===== src/rtl/fp_addsub_sched.sv =====
// Round-robin scheduler sharing one FP add/sub unit among NREQ requesters.
// Each operation is registered and issued to the unit. The result is returned with the
// requester's tag, and a sticky exception-flag register is kept.
module fp_addsub_sched #(
   parameter int unsigned NREQ = 2,
   parameter int unsigned TAGW = 5
) (
   input  logic                 clk,
   input  logic                 rst,
   input  logic [NREQ-1:0]      req_valid,
   output logic [NREQ-1:0]      req_ready,
   input  logic [32*NREQ-1:0]   req_a,
   input  logic [32*NREQ-1:0]   req_b,
   input  logic [NREQ-1:0]      req_sub,
   input  logic [TAGW*NREQ-1:0] req_tag,
   output logic [NREQ-1:0]      resp_valid,
   input  logic [NREQ-1:0]      resp_ready,
   output logic [31:0]          resp_y,
   output logic [4:0]           resp_flags,
   output logic [TAGW-1:0]      resp_tag,
   output logic                 fu_start,
   output logic                 fu_sub,
   output logic [31:0]          fu_a,
   output logic [31:0]          fu_b,
   input  logic [31:0]          fu_y,
   input  logic [4:0]           fu_flags,
   input  logic                 fu_valid,
   output logic [4:0]           fflags,
   input  logic                 fflags_clr,
   output logic                 busy
);

   localparam int unsigned LW = $clog2(NREQ);

   typedef enum logic [1:0] {StIdle, StIssue, StWait, StResp} state_e;

   state_e            r_state, w_state_next;
   logic [LW-1:0]     r_last;
   logic [31:0]       r_a, r_b, r_y;
   logic              r_sub;
   logic [TAGW-1:0]   r_tag;
   logic [4:0]        r_flags, r_fflags;

   logic              w_found, w_accept, w_resp_hs;
   logic [LW-1:0]     w_gidx, w_cand;
   logic [31:0]       w_sel_a, w_sel_b;
   logic              w_sel_sub;
   logic [TAGW-1:0]   w_sel_tag;

   // Round-robin search starting just after the last winner, wrapping modulo NREQ.
   always_comb begin
      w_found = 1'b0;
      w_gidx  = '0;
      w_cand  = '0;
      for (int k = 1; k <= int'(NREQ); k++) begin
         w_cand = LW'((int'(r_last) + k) % int'(NREQ));
         if (!w_found && req_valid[w_cand]) begin
            w_found = 1'b1;
            w_gidx  = w_cand;
         end
      end
   end

   // Select the winning requester's operation fields.
   always_comb begin
      w_sel_a   = '0;
      w_sel_b   = '0;
      w_sel_sub = 1'b0;
      w_sel_tag = '0;
      for (int i = 0; i < int'(NREQ); i++) begin
         if (w_gidx == LW'(i)) begin
            w_sel_a   = req_a[32*i +: 32];
            w_sel_b   = req_b[32*i +: 32];
            w_sel_sub = req_sub[i];
            w_sel_tag = req_tag[TAGW*i +: TAGW];
         end
      end
   end

   // Gated by rst so that req_ready reads 0 while reset is held, even with requests pending.
   assign w_accept  = (r_state == StIdle) && w_found && !rst;
   assign w_resp_hs = (r_state == StResp) && resp_ready[r_last];

   // Next-state logic.
   always_comb begin
      w_state_next = r_state;
      case (r_state)
         StIdle:  if (w_accept) w_state_next = StIssue;
         StIssue: w_state_next = StWait;
         StWait:  if (fu_valid) w_state_next = StResp;
         StResp:  if (w_resp_hs) w_state_next = StIdle;
         default: w_state_next = StIdle;
      endcase
   end

   // One-hot handshake outputs. The owner of the in-flight operation is r_last.
   always_comb begin
      req_ready  = '0;
      resp_valid = '0;
      for (int i = 0; i < int'(NREQ); i++) begin
         req_ready[i]  = w_accept && (w_gidx == LW'(i));
         resp_valid[i] = (r_state == StResp) && (r_last == LW'(i));
      end
   end

   // State, operand, result and sticky-flag registers.
   always_ff @(posedge clk or posedge rst) begin
      if (rst) begin
         r_state  <= StIdle;
         r_last   <= LW'(NREQ - 1);
         r_a      <= '0;
         r_b      <= '0;
         r_sub    <= 1'b0;
         r_tag    <= '0;
         r_y      <= '0;
         r_flags  <= '0;
         r_fflags <= '0;
      end else begin
         r_state <= w_state_next;
         if (w_accept) begin
            r_last <= w_gidx;
            r_a    <= w_sel_a;
            r_b    <= w_sel_b;
            r_sub  <= w_sel_sub;
            r_tag  <= w_sel_tag;
         end
         if ((r_state == StWait) && fu_valid) begin
            r_y     <= fu_y;
            r_flags <= fu_flags;
         end
         // A clear in the same cycle as a handshake clears first, then ORs.
         if (w_resp_hs && fflags_clr) begin
            r_fflags <= r_flags;
         end else if (w_resp_hs) begin
            r_fflags <= r_fflags | r_flags;
         end else if (fflags_clr) begin
            r_fflags <= '0;
         end
      end
   end

   assign fu_start   = (r_state == StIssue);
   assign fu_sub     = r_sub;
   assign fu_a       = r_a;
   assign fu_b       = r_b;
   assign resp_y     = r_y;
   assign resp_flags = r_flags;
   assign resp_tag   = r_tag;
   assign fflags     = r_fflags;
   assign busy       = (r_state != StIdle);

endmodule


===== config.mk =====
export PLATFORM = sky130hd
export DESIGN_NAME = fp_addsub_sched
export DESIGN_NICKNAME = d
export VERILOG_FILES = /design/src/rtl/fp_addsub_sched.sv
export SDC_FILE = /design/constraint.sdc
export NUM_CORES = 1
export LEC_CHECK = 0
export CORE_MARGIN = 2
export CORE_UTILIZATION = 37
export DETAILED_ROUTE_END_ITERATION = 10
export PLACE_DENSITY = 0.8
export SLEW_MARGIN = 20
export SYNTH_ARGS = -nofsm -noshare
export SYNTH_HDL_FRONTEND = slang
export SYNTH_SLANG_ARGS = --single-unit
export TNS_END_PERCENT = 20

===== constraint.sdc =====
create_clock -name clk -period 4.5 [get_ports clk]
set_input_delay 0.45 -clock clk [delete_from_list [all_inputs] [get_ports clk]]
set_output_delay 0.45 -clock clk [all_outputs]
set_load 0.005 [all_outputs]

* After elaboration in Yosys (flattened, before gate mapping)
Cells that the tools add are included.
Widths: inputs -> output; s select.
** Operators by class
- Multiplexer cells :: 21
- Magnitude comparators :: 3
- Divide/modulo/power cells :: 0
- Bitwise logic cells :: 3
- Multipliers :: 0
- Shifts and indexed selects :: 0
- Reduce and logical (&&, ||, !) cells :: 16
- $add $sub $neg :: 2
- Equal/unequal tests :: 6
** Operators with widths (number)
- $mux 32 :: 2
- $mux 5 :: 4
- $mux 1 :: 11
- $logic_and 1x1->1 :: 10
- $pmux 2 s4 :: 1
- $lt 1x2->1 const B :: 3
- $mux 2 :: 3
- $ne 2x2->1 const B :: 3
- $or 5x5->5 :: 1
- $eq 2x2->1 const B :: 2
- $reduce_and 3->1 :: 1
- $reduce_bool 3->1 :: 1
- $add 1x1->1 const B :: 2
- $eq 2x1->1 const B :: 1
- $logic_not 1->1 :: 2
- $logic_not 2->1 :: 1
- $not 1->1 :: 2
- $reduce_bool 2->1 :: 1
** Word-level totals
- Memory bits (writable) :: 0
- Memories kept :: 0
- Latch bits :: 0
- Output and inout port bits :: 118
- Register bits :: 115
- Bits of input ports :: 185
- ROM bits :: 0

* Longest topological paths before layout
- Depth after elaboration :: 11
- Mapped depth :: 8
- Depth with buffers taken out :: 6

* Least setup slack after synthesis
No wires, ideal clock.
- Path type :: register -> output
- Start point :: register r_state[0]
- End point :: output port req_ready[0]
- Arrival :: 1.332 ns
- Data required time :: 4.050 ns
- Path slack :: 2.718 ns
- Buffers on the path :: 1
- Stages on the path, launching flop included :: 6
- Path through :: dfrtp_1 -> inv_1 -> ha_1 -> nand3b_1 -> a21oi_4 -> buf_8
** Between the ends
- Cells in the longest elaborated chain, start to end :: 4
** RTL lines
- from (decl) :: line 37 : state_e r_state, w_state_next;
- from (signal assigned) :: line 109 : r_state <= StIdle;
- from (signal assigned) :: line 119 : r_state <= w_state_next;
- $logic_not 2->1 :: line 81 : assign w_accept = (r_state == StIdle) && w_found && !rst;
- $logic_and 1x1->1 (2 in series) :: line 81
- $logic_and 1x1->1 :: line 101 : req_ready[i] = w_accept && (w_gidx == LW'(i));
- to (decl) :: line 11 : output logic [NREQ-1:0] req_ready,
No other way between the ends.

* Worst setup path after layout
- Start point :: register r_state[0]
- End point :: output port req_ready[1]
Same word-level chain as after synthesis.

==> impl_metrics.yaml <==
run_status:
  outcome: "finished clean"
worst_hold_path:
  min_path_type: "reg2reg"
  hp-start: "resp_y[25]$_DFFE_PP0P_"
die:
  die_h_um: 118
  die_x_um: 118
  start_util: 0.378
  rows: 41
  pin_count: 303
  coreArea_sq_mm: 0.0126
  dieArea_sq_mm: 0.0138
clock_tree:
  cts.hold.buffers_added: 0
  cts_resized: 0
  cts_buffers: 17
  clk_latency_ns: 0.41
  clk_path_buf_depth: 2
  tritoncts: "yes"
  clock-sinks: 115
  htreeDepth: 4
  cts_setup_buffers: 0
  cts-root-buf: "clkbuf_16"
  clk_pin_slew_ns: 0.05
timing:
  hold_ws_ns: 0.502
  fmax_mhz: 393
  slew_viol_final: 0
  final-hold-violation-count: 0
  skew_ns: 0.00546
  fin_crit_sh: 0.566
  min_period_ns: 2.55
  setup_tns_ns: 0
  worstMarginPinSlew_ns: 0.791
  grt_setup_unrepaired: "false"
  setup_viol: 0
  slew_headroom: 0.473
layout:
  layout-drive-gt1-share: 0.112
  nets: 852
  area_delta_synth_final_pct: 75.1
  num_antenna_cells: 0
yosys:
  ys_warn_count: 0
  synth.yosys.seq_area_share: 0.603
  ys_async_sr_fraction: 1.00
  synth_top_area_frac: 0.598
  yosysMostFrequentCell: "dfrtp_1"
  syn_inst: 361
  yosys.area.top_type: "dfrtp_1"
  synth-edff-count: 0
  synth_nets: 550
  ys_ff_latch: 115
  syn_area_sq_mm: 0.00477
  syn_avg_cell_area_sq_um: 13.2
  synth_cell_types: 27
  synth_area_leaders: "dfrtp_1 60%, a222oi_1 15%, mux2_2 8.7%"
  synth_commonest_cells: "114 x dfrtp_1, 80 x inv_1, 70 x a222oi_1, 37 x mux2_2, 10 x buf_2"
  synth_ff_type: "dfrtp_1"
route:
  first_pass_iters: 7
  routed_wl_um: 15900
  drc: 0
  wire_per_inst_um: 18.9
  vias: 4426
  drtAntennaViolNets: 0
  drtIter0Drc: 500
  via_per_inst: 5.24
setup_path:
  arrival_ns: 2.10
  r2r-end: "fu_a[3]$_DFFE_PP0N_"
  cp_max_fo: 5
  rrSetupSlack_ns: 2.33
  end_kind: "output pin"
  reg2reg_from: "r_state[0]$_DFFE_PP0P_"
  rr_worst_depth: 7
  crit_type: "reg2out"
  cp.required_ns: 4.05
  timing.critical_path.to: "req_ready[1]"
  crit_path_start_kind: "register"
  worstSetupStartpoint: "r_state[0]$_DFFE_PP0P_"
global_route:
  track_usage: 0.232
  antenna_found_initial: 0
  grt_pass1_vias: 4596
  grt_max_degree: 72
  grt_pass1_wl_um: 25000
  overflow: 0
place:
  numPortBuffers: 302
  gp_congestion: 0.789
  dp_hpwl_um: 11400
power:
  p_total_mw: 5.20
  power.density_mw_per_mm2: 622
  ir_drop_mv: 0.463
  p_leak_nw: 3.81
run:
  drv_cap: 0
-- area by class of cell --
class,count,area [sq um]
fill,981,4260
timing repair buffer,308,3070
sequential,115,2880
multi-input combinational,141,1360
clock buffer,22,474
inverter,80,303
tap,172,215
clock inverter,6,57.6
-- worst min path at each step --
stage | to | cells past startpoint
floorplan | fflags[0]$_DFFE_PP0P_ | 2
global placement | resp_y[30]$_DFFE_PP0P_ | 1
detailed placement | resp_y[25]$_DFFE_PP0P_ | 1
CTS | resp_y[25]$_DFFE_PP0P_ | 1
global route | resp_y[21]$_DFFE_PP0P_ | 1
finish | resp_y[25]$_DFFE_PP0P_ | 1
-- stage by stage --
step | setup WS (ns) | std cells | instance area (sq um) | utilization
floorplan | 1.01 | 361 | 4770 | -
global placement | 2.17 | 816 | 7830 | 0.620
detailed placement | 2.10 | 816 | 7830 | 0.620
CTS | 1.94 | 844 | 8360 | 0.662
global route | 1.87 | 844 | 8360 | 0.662
finish | 1.95 | 844 | 8360 | 0.662
-- where the power goes --
group / switching, mW / total (mW) / internal, mW
sequential: 0.270 / 1.80 / 1.52
combinational: 0.758 / 2.19 / 1.43
clock: 0.430 / 1.21 / 0.784
-- sequential cells by signal, summed over array words and instances, names as in the netlist --
| name | count |
|---|---|
| fflags | 5 |
| fu_a | 32 |
| fu_b | 32 |
| fu_sub | 1 |
| r_last | 1 |
| r_state | 2 |
| resp_flags | 5 |
| resp_tag | 5 |
| resp_y | 32 |
-- cells in the final DEF (no fill, tap or decap), types with 2 or more instances in the layout --
cell type        netlist  final
o21ai_0                5      5
nor2b_1                2      2
clkdlybuf4s50_1        0    302
a222oi_1              70     70
dfrtp_1              114    114
buf_4                  1      6
clkinv_2               0      4
inv_1                 80     79
mux2_2                37     37
nand2_1                8      8
clkbuf_16              0     17
ha_1                   4      4
nor2_1                 2      2
clkbuf_1               0      2
clkbuf_8               0      3
-- kinds of logic after synthesis --
family,Yosys count,synth area share
AO/OA/AOI/OAI,80,0.161
adder cells (fa/ha/maj),4,0.0105
buffers and inverters,105,0.114
flip-flops,115,0.603
multiplexers,39,0.0918
AND/OR/NAND/NOR,18,0.0199
-- critical path: stages, from the launching register on --
cell,delay [ns]
dfrtp_1,0.39
inv_1,0.12
ha_1,0.28
nor2b_4,0.21
and3_2,0.20
clkdlybuf4s50_1,0.50
-- metal layers --
| layer | up-vias | track usage | wire length [um] |
|---|---|---|---|
| met1 | 2193 | 0.253 | 5650 |
| met2 | 258 | 0.395 | 8130 |
| met4 | 0 | 0.112 | 533 |
| li1 | 1939 | - | - |
| met3 | 36 | 0.0906 | 1620 |
| met5 | - | 0 | 0 |
(Power assumes the default switching activity.)
